$ cat src/rtl/seq_slice_adder_16.sv
// seq_slice_adder_16 -- time-multiplexed sliced adder.
// Computes {cout,sum} = a + b + cin one SLICE_W-bit slice per clock through a
// small ripple-carry slice, carrying between slices in a register.
// Handshake: start accepted in IDLE or DONE, busy high during RUN, done is a
// one-cycle pulse when the registered result becomes valid.
// Optional feature: define OVERFLOW_FLAG_EN to add the signed-overflow output ovf_o.
module seq_slice_adder_16 #(
  parameter int WIDTH   = 16,
  parameter int SLICE_W = 4
) (
  input  logic             clk,
  input  logic             rst,
  input  logic             start_i,
  input  logic [WIDTH-1:0] a_i,
  input  logic [WIDTH-1:0] b_i,
  input  logic             cin_i,
  output logic             busy_o,
  output logic             done_o,
  output logic [WIDTH-1:0] sum_o,
  output logic             cout_o
`ifdef OVERFLOW_FLAG_EN
  ,
  output logic             ovf_o
`endif
);

  localparam int N     = WIDTH / SLICE_W;
  localparam int IDX_W = (N > 1) ? $clog2(N) : 1;
  localparam logic [IDX_W-1:0] LAST_IDX = IDX_W'(N - 1);

  localparam logic [1:0] S_IDLE = 2'd0;
  localparam logic [1:0] S_RUN  = 2'd1;
  localparam logic [1:0] S_DONE = 2'd2;

  logic [1:0]         state_q, state_d;
  logic [IDX_W-1:0]   idx_q, idx_d;
  logic               carry_q, carry_d;
  logic [WIDTH-1:0]   a_q, b_q;
  logic [WIDTH-1:0]   res_q, res_d;
  logic [WIDTH-1:0]   sum_q;
  logic               cout_q;
  logic               ovf_q;

  logic               load;
  logic               commit;
  logic               last_slice;
  int                 base;
  logic [SLICE_W-1:0] a_sl, b_sl, s_sl;
  logic               c_rip;

  // Ripple-carry slice: adds the indexed operand slices plus the carry register.
  always_comb begin
    base  = int'(idx_q) * SLICE_W;
    a_sl  = a_q[base +: SLICE_W];
    b_sl  = b_q[base +: SLICE_W];
    s_sl  = '0;
    // NOTE: c_rip is a combinational temporary re-assigned each bit, so blocking
    // assignments are required here; sequential state below uses non-blocking only.
    c_rip = carry_q;
    for (int i = 0; i < SLICE_W; i++) begin
      s_sl[i] = a_sl[i] ^ b_sl[i] ^ c_rip;
      c_rip   = (a_sl[i] & b_sl[i]) | (c_rip & (a_sl[i] ^ b_sl[i]));
    end
    res_d             = res_q;
    res_d[base +: SLICE_W] = s_sl;
    last_slice        = (idx_q == LAST_IDX);
  end

  // Next-state logic for the IDLE/RUN/DONE sequencer and slice bookkeeping.
  always_comb begin
    // NOTE: every output of this block gets a default first so no latch is inferred.
    state_d = state_q;
    idx_d   = idx_q;
    carry_d = carry_q;
    load    = 1'b0;
    commit  = 1'b0;
    case (state_q)
      S_IDLE, S_DONE: begin
        if (start_i) begin
          load    = 1'b1;
          idx_d   = '0;
          carry_d = cin_i;
          state_d = S_RUN;
        end else begin
          state_d = S_IDLE;
        end
      end
      S_RUN: begin
        carry_d = c_rip;
        if (last_slice) begin
          idx_d   = '0;
          commit  = 1'b1;
          state_d = S_DONE;
        end else begin
          idx_d = idx_q + 1'b1;
        end
      end
      default: state_d = S_IDLE;
    endcase
  end

  // Control and output registers; synchronous reset drops any in-flight operation.
  always_ff @(posedge clk) begin
    if (rst) begin
      state_q <= S_IDLE;
      idx_q   <= '0;
      carry_q <= 1'b0;
      sum_q   <= '0;
      cout_q  <= 1'b0;
      ovf_q   <= 1'b0;
    end else begin
      state_q <= state_d;
      idx_q   <= idx_d;
      carry_q <= carry_d;
      if (commit) begin
        sum_q  <= res_d;
        cout_q <= c_rip;
        ovf_q  <= (a_q[WIDTH-1] == b_q[WIDTH-1]) && (res_d[WIDTH-1] != a_q[WIDTH-1]);
      end
    end
  end

  // Operand capture and partial-result register.
  // NOTE: these datapath registers need no reset: they are always loaded or fully
  // overwritten before anything derived from them becomes visible.
  always_ff @(posedge clk) begin
    if (load) begin
      a_q <= a_i;
      b_q <= b_i;
    end
    if (state_q == S_RUN) begin
      res_q <= res_d;
    end
  end

  assign busy_o = (state_q == S_RUN);
  assign done_o = (state_q == S_DONE);
  assign sum_o  = sum_q;
  assign cout_o = cout_q;
`ifdef OVERFLOW_FLAG_EN
  assign ovf_o  = ovf_q;
`else
  logic unused_ovf;
  assign unused_ovf = ovf_q;
`endif

endmodule
$ cat config.mk
export PLATFORM = sky130hd
export DESIGN_NAME = seq_slice_adder_16
export DESIGN_NICKNAME = d
export VERILOG_FILES = /design/src/rtl/seq_slice_adder_16.sv
export SDC_FILE = /design/constraint.sdc
export NUM_CORES = 1
export LEC_CHECK = 0
export ABC_AREA = 1
export CORE_ASPECT_RATIO = 2
export CORE_UTILIZATION = 54
export CTS_BUF_LIST = sky130_fd_sc_hd__clkbuf_8
export DETAILED_ROUTE_END_ITERATION = 8
export PLACE_DENSITY = 0.81
export SYNTH_ARGS = -nofsm -noshare
export SYNTH_HDL_FRONTEND = slang
export SYNTH_SLANG_ARGS = --single-unit
$ cat constraint.sdc
create_clock -name clk -period 3.35 [get_ports clk]
set_input_delay 0.5025 -clock clk [delete_from_list [all_inputs] [get_ports clk]]
set_output_delay 0.5025 -clock clk [all_outputs]
set_load 0.01 [all_outputs]
-- Word level (Yosys, flattened, before mapping)
Index checks and enable logic that the tools add are counted.
- bits in registers: 70
- bits of input ports: 36
- output and inout bits: 19
- add/sub/neg operators: 2
- equal/unequal tests: 5
- shifts and indexed selects: 4
- mux-type cells: 13
- bitwise logic cells: 20
- reductions and logical operators: 4
- operator list (operator ; number):
    negator 4 -> 33 bit ; 1
    variable shift 4 x 33 -> 16 bit, first input constant ; 1
    indexed part select 4 x 33 -> 16 bit ; 1
    indexed part select 16 x 5 -> 4 bit ; 2
    bitwise mux 16 bit ; 1
    bitwise AND 1 bit ; 8
    one-hot mux 2 bit (2 select lines) ; 2
    bitwise XOR 1 bit ; 8
    two-way mux 1 bit ; 6
    two-way mux 2 bit ; 3
    equality test 2 bit, second input constant ; 2
    bitwise OR 1 bit ; 4
    adder 2 x 1 -> 2 bit, second input constant ; 1
    equality test 2 x 1 -> 1 bit, second input constant ; 1
    zero test 2 bit ; 1
    inequality test 2 x 1 -> 1 bit, second input constant ; 1
    inequality test 2 bit, second input constant ; 1
    one-hot mux 1 bit (2 select lines) ; 1
    AND reduction 2 bit ; 1
    nonzero test 2 bit ; 1
    OR reduction 2 bit ; 1

-- Depth between registers and ports, before layout
- word-level depth: 11
- depth in mapped cells: 17
- depth with buffers taken out: 17

-- Least setup slack after synthesis
OpenSTA, ideal clock, no wires.
- path kind: register -> register
- start point: register idx_q[0]
- end point: register res_q[11] (data pin)
- data arrival time: 2526 ps
- required time: 3095 ps
- setup slack: 569 ps
- cell stages (with the launch flop): 16
- path buffers: 1
- clock period less this slack: 2781 ps
- cell sequence: dfxtp_1 > buf_2 > o21ai_0 > nor2_1 > a21oi_1 > fa_1 > inv_1 > fa_1 > inv_1 > fa_1 > inv_1 > fa_1 > inv_1 > nor2_1 > nand3_1 > nand2_1
- word-level cells in the longest chain between the ends: 11
- elaborated cells on any way between the ends: 23
- classes of those cells: add/sub: 1; shift: 4; mux: 1; bitwise: 17
- RTL lines (element ; line ; RTL):
    start: declaration ; 36 ; logic [IDX_W-1:0] idx_q, idx_d;
    start signal: assignment ; 113 ; idx_q <= idx_d;
    indexed part select 16 x 5 -> 4 bit (on tied branches) ; 54, 55 ;
    bitwise XOR 1 bit ; 61, 62 ;
    bitwise AND 1 bit ; 62 ; c_rip = (a_sl[i] & b_sl[i]) | (c_rip & (a_sl[i] ^ b_sl[i]));
    bitwise OR 1 bit ; 62 ;
    bitwise AND 1 bit ; 62 ;
    bitwise OR 1 bit ; 62 ;
    bitwise AND 1 bit ; 62 ;
    bitwise OR 1 bit ; 62 ;
    bitwise XOR 1 bit ; 61 ; s_sl[i] = a_sl[i] ^ b_sl[i] ^ c_rip;
    indexed part select 4 x 33 -> 16 bit ; 65 ; res_d[base +: SLICE_W] = s_sl;
    bitwise mux 16 bit * ; 65 ;
    named net res_d[11] ; 39 ; logic [WIDTH-1:0] res_q, res_d;
    end signal: assignment ; 132 ; res_q <= res_d;
    end: declaration ; 39 ;
The timed path passes the listed nets; every way through them passes the cells marked *.
A chain may end at the register's enable or synchronous reset.

-- Final worst setup path
- start point: register idx_q[0]
- end point: register sum_q[7], in the netlist sum_o[7]
- word-level cells in the longest chain between the ends: 11
- elaborated cells on any way between the ends: 26
- classes of those cells: add/sub: 1; eq/ne: 1; shift: 4; mux: 3; bitwise: 17
- RTL lines (element ; line ; RTL):
    indexed part select 16 x 5 -> 4 bit (on tied branches) ; 54, 55 ;
    bitwise XOR 1 bit ; 61, 62 ;
    bitwise AND 1 bit ; 62 ;
    bitwise OR 1 bit ; 62 ;
    bitwise AND 1 bit ; 62 ;
    bitwise OR 1 bit ; 62 ;
    bitwise AND 1 bit ; 62 ;
    bitwise OR 1 bit ; 62 ;
    bitwise XOR 1 bit ; 61 ;
    indexed part select 4 x 33 -> 16 bit ; 65 ;
    bitwise mux 16 bit ; 65 ;
    end signal: assignment ; 116 ; sum_q <= res_d;
    end: declaration ; 40 ; logic [WIDTH-1:0] sum_q;
Several ways; a longest one is shown, not always the timed one.

==> impl_metrics.py <==
metrics = {
    "floorplan": {
        "coreArea_mm2": 0.005515,
        "num_rows": 38,
        "initial_core_util_pct": 56.69,
        "die_w_um": 55.81,
        "dieArea_mm2": 0.006117,
        "ios": 55,
        "die_h_um": 109.6,
    },
    "routing": {
        "vias": 2320,
        "ant_nets": 0,
        "drtPass1Iterations": 4,
        "viasPerCell": 5.167,
        "drt_wl_total_mm": 6.030,
        "first_iter_violations": 50,
        "avgRoutedWirePerCell_um": 13.43,
        "drcViolationCount": 0,
    },
    "synth": {
        "avgSynthCellArea_um2": 9.741,
        "syn-num-nets": 367,
        "synthCells": 321,
        "synthMuxAreaShare_pct": 0,
        "synth_compound_area_share_pct": 8.163,
        "synth_top_family_by_area": "simple AND/OR/NAND/NOR gates",
        "synth_cell_types": 20,
        "synth_warnings": 0,
        "synth-seq-cells": 70,
        "synth_seq_area_share_pct": 60.18,
        "synthSimpleGateAreaFrac_pct": 17.61,
        "synthXorXnorAreaFrac_pct": 0,
        "synthAdderAreaFrac_pct": 4.962,
        "synth_area_mm2": 0.003127,
    },
    "clock_network": {
        "path_clk_slew_ps": 70,
        "cts_tree": "yes",
        "cts_root_buffer": "clkbuf_8",
        "postCtsHoldBufs": 0,
        "post_cts_buffers": 0,
        "cts_max_level": 3,
        "cts_made_buffers": 9,
        "cts.sinks": 70,
        "clock_path_buffers": 2,
        "clkLatencyLatePin_ps": 350,
        "cts_resized": 0,
    },
    "finish": {
        "final_area_mm2": 0.003969,
        "multi_input_area_um2": 960.9,
        "regArea_mm2": 0.001882,
        "num_antenna_cells": 0,
        "final_util_pct": 71.96,
        "fin_nets": 430,
        "nFillCells": 418,
        "area_growth_syn_to_layout_pct": 26.93,
        "drive_gt1_share_pct": 8.997,
    },
    "status": {
        "status": "finished clean",
    },
    "sta": {
        "drv_slew": 0,
        "fmaxAchievable_mhz": 341.4,
        "rsz0062_at_grt": "no",
        "fin_crit_sh_pct": 87.44,
        "maxSlewHeadroom_pct": 61.40,
        "setup_ws_ps": 420.7,
        "tightest_slew_ps": 577.2,
        "post-route-min-period_ps": 2929,
        "finalSetupViolCount": 0,
        "fin_worst_skew_ps": 10.43,
        "tns_ps": 0,
        "hold_viol_final": 0,
    },
    "grt": {
        "antenna_found_initial": 0,
        "grtUsageTotal_pct": 22.45,
        "grt_max_degree": 33,
        "grt_pass1_vias": 2302,
        "grt_pass1_wl_mm": 9.984,
        "gr-total-overflow": 0,
    },
    "setup_path": {
        "r2r_cells": 16,
        "path_max_fanout": 14,
        "r2r-start": "idx_q[0]",
        "r2r_end": "sum_o[7]",
        "critPathCapture": "sum_o[7]",
        "crit_path_frequent_cell": "inv_1",
        "cp_data_arrival_time_ps": 3240,
        "r2r_slack_ps": 420,
        "slowest_stage": "fa_1",
        "cp.required_ps": 3660,
        "crit_type": "reg2reg",
        "end_kind": "flop",
        "crit_buf_inv": 6,
        "cp_num_cells": 16,
        "crit_start": "idx_q[0]",
        "crit_family": "adder cells",
        "startpoint_type": "flop",
        "crit_chain": "buf_4 > o21ai_0 > a21oi_1 > fa_1 > inv_1 > fa_1 > inv_1 > fa_1 > inv_1 > fa_1 > inv_1 > nor2_1 > nand3_1 > nand3_1 > nand2_1 > inv_1",
        "max_stage_delay_ps": 490,
    },
    "placement": {
        "dp.final_hpwl_mm": 4.531,
        "post_dp_cell_area_mm2": 0.003732,
        "port_buffers": 54,
        "place_ws_ps": 413.8,
        "place.gp.congestion": 0.9061,
    },
    "power_and_ir_drop": {
        "power.density_mw_per_mm2": 519.0,
        "ir_drop_v": 0.0006339,
        "power_leakage_nw": 1.669,
        "finalPower_mw": 2.060,
    },
    "hold_path": {
        "min_path_type": "reg2reg",
    },
    "flow_run": {
        "cap_viol_max_count": 0,
    },
}
report_power, final:
part / switching, mW / leakage (nW) / internal (mW)
logic: 0.158 / 0.914 / 0.107
clock network: 0.303 / 0.119 / 0.490
registers: 0.0167 / 0.636 / 0.985
area by class of cell:
class | count | share of cell area, %
clock buffer | 9 | 3.121
clock inverter | 7 | 2.837
inverter | 59 | 5.580
multi-input combinational | 183 | 24.21
sequential | 70 | 47.41
tap | 60 | 1.892
timing repair buffer | 61 | 14.94
state kept, by name, summed over array words and instances (netlist names):
signal,cells
cout_o,1
a_q,16
idx_q,2
carry_q,1
sum_o,16
state_q,2
res_q,16
b_q,16
cell families after synthesis:
family	after synthesis
simple gates	129
flops	70
buf+inv	68
compound gates	44
fa+ha+maj	10
layout by cell type, fill, tap and decap left out, drive strengths merged, types with 6 or more instances in the layout:
cell type,instances
a21oi,23
buf,7
clkbuf,9
clkdlybuf4s50,54
dfxtp,22
edfxtp,48
ha,6
inv,58
nand2,63
nand3,33
nor2,31
o21ai,17
worst reg2reg max path, stage by stage (launching register included):
cell     delay [ps]
dfxtp_1         420
buf_4           210
o21ai_0         100
a21oi_1         200
fa_1            190
inv_1            50
fa_1            350
inv_1            80
fa_1            170
inv_1            50
fa_1            490
inv_1            40
nor2_1          190
nand3_1         140
nand3_1         100
nand2_1          60
inv_1            50
worst min-delay path by stage:
stage	start	endpoint	slack [ps]	cells after the start
final	carry_q	carry_q	520	2
after global routing	carry_q	carry_q	550	2
after CTS	carry_q	carry_q	520	2
after detailed placement	carry_q	carry_q	500	2
after global placement	carry_q	carry_q	490	2
after floorplan	carry_q	carry_q	470	2
synthesized netlist by cell type:
| master | n | share of area, % |
|---|---|---|
| a21oi_2 | 8 | 2.2 |
| inv_2 | 1 | 0.12 |
| nor2_4 | 2 | 0.72 |
| o21ai_0 | 17 | 2.7 |
| nand2_1 | 62 | 7.4 |
| a21oi_1 | 15 | 2.4 |
| buf_6 | 2 | 0.72 |
| nor2_1 | 29 | 3.5 |
| fa_1 | 4 | 2.6 |
| clkinv_1 | 1 | 0.12 |
| buf_4 | 2 | 0.48 |
| nor3_1 | 2 | 0.32 |
| inv_1 | 57 | 6.8 |
| edfxtp_1 | 48 | 46 |
| buf_2 | 5 | 0.80 |
| dfxtp_1 | 22 | 14 |
| o22ai_1 | 4 | 0.80 |
| nand2_4 | 1 | 0.36 |
| nand3_1 | 33 | 5.3 |
| ha_1 | 6 | 2.4 |
metrics by stage:
step | hold slack (ps) | std cells
CTS | 517.0 | 449
global route | 553.7 | 449
global placement | 488.0 | 433
finish | 521.6 | 449
floorplan | 474.7 | 321
detailed placement | 503.0 | 433
metal layers:
metal / global-route usage (%) / vias to the layer above / routed length, um / share of wire [%]
met5: 0 / - / 0 / 0
met4: 15.36 / 0 / 245 / 4.1
met3: 6.588 / 21 / 236 / 3.9
met2: 42.25 / 59 / 3451 / 57
met1: 20.03 / 1079 / 2096 / 35
li1: - / 1161 / - / -
Note: power is estimated with default switching activity, not from simulation.
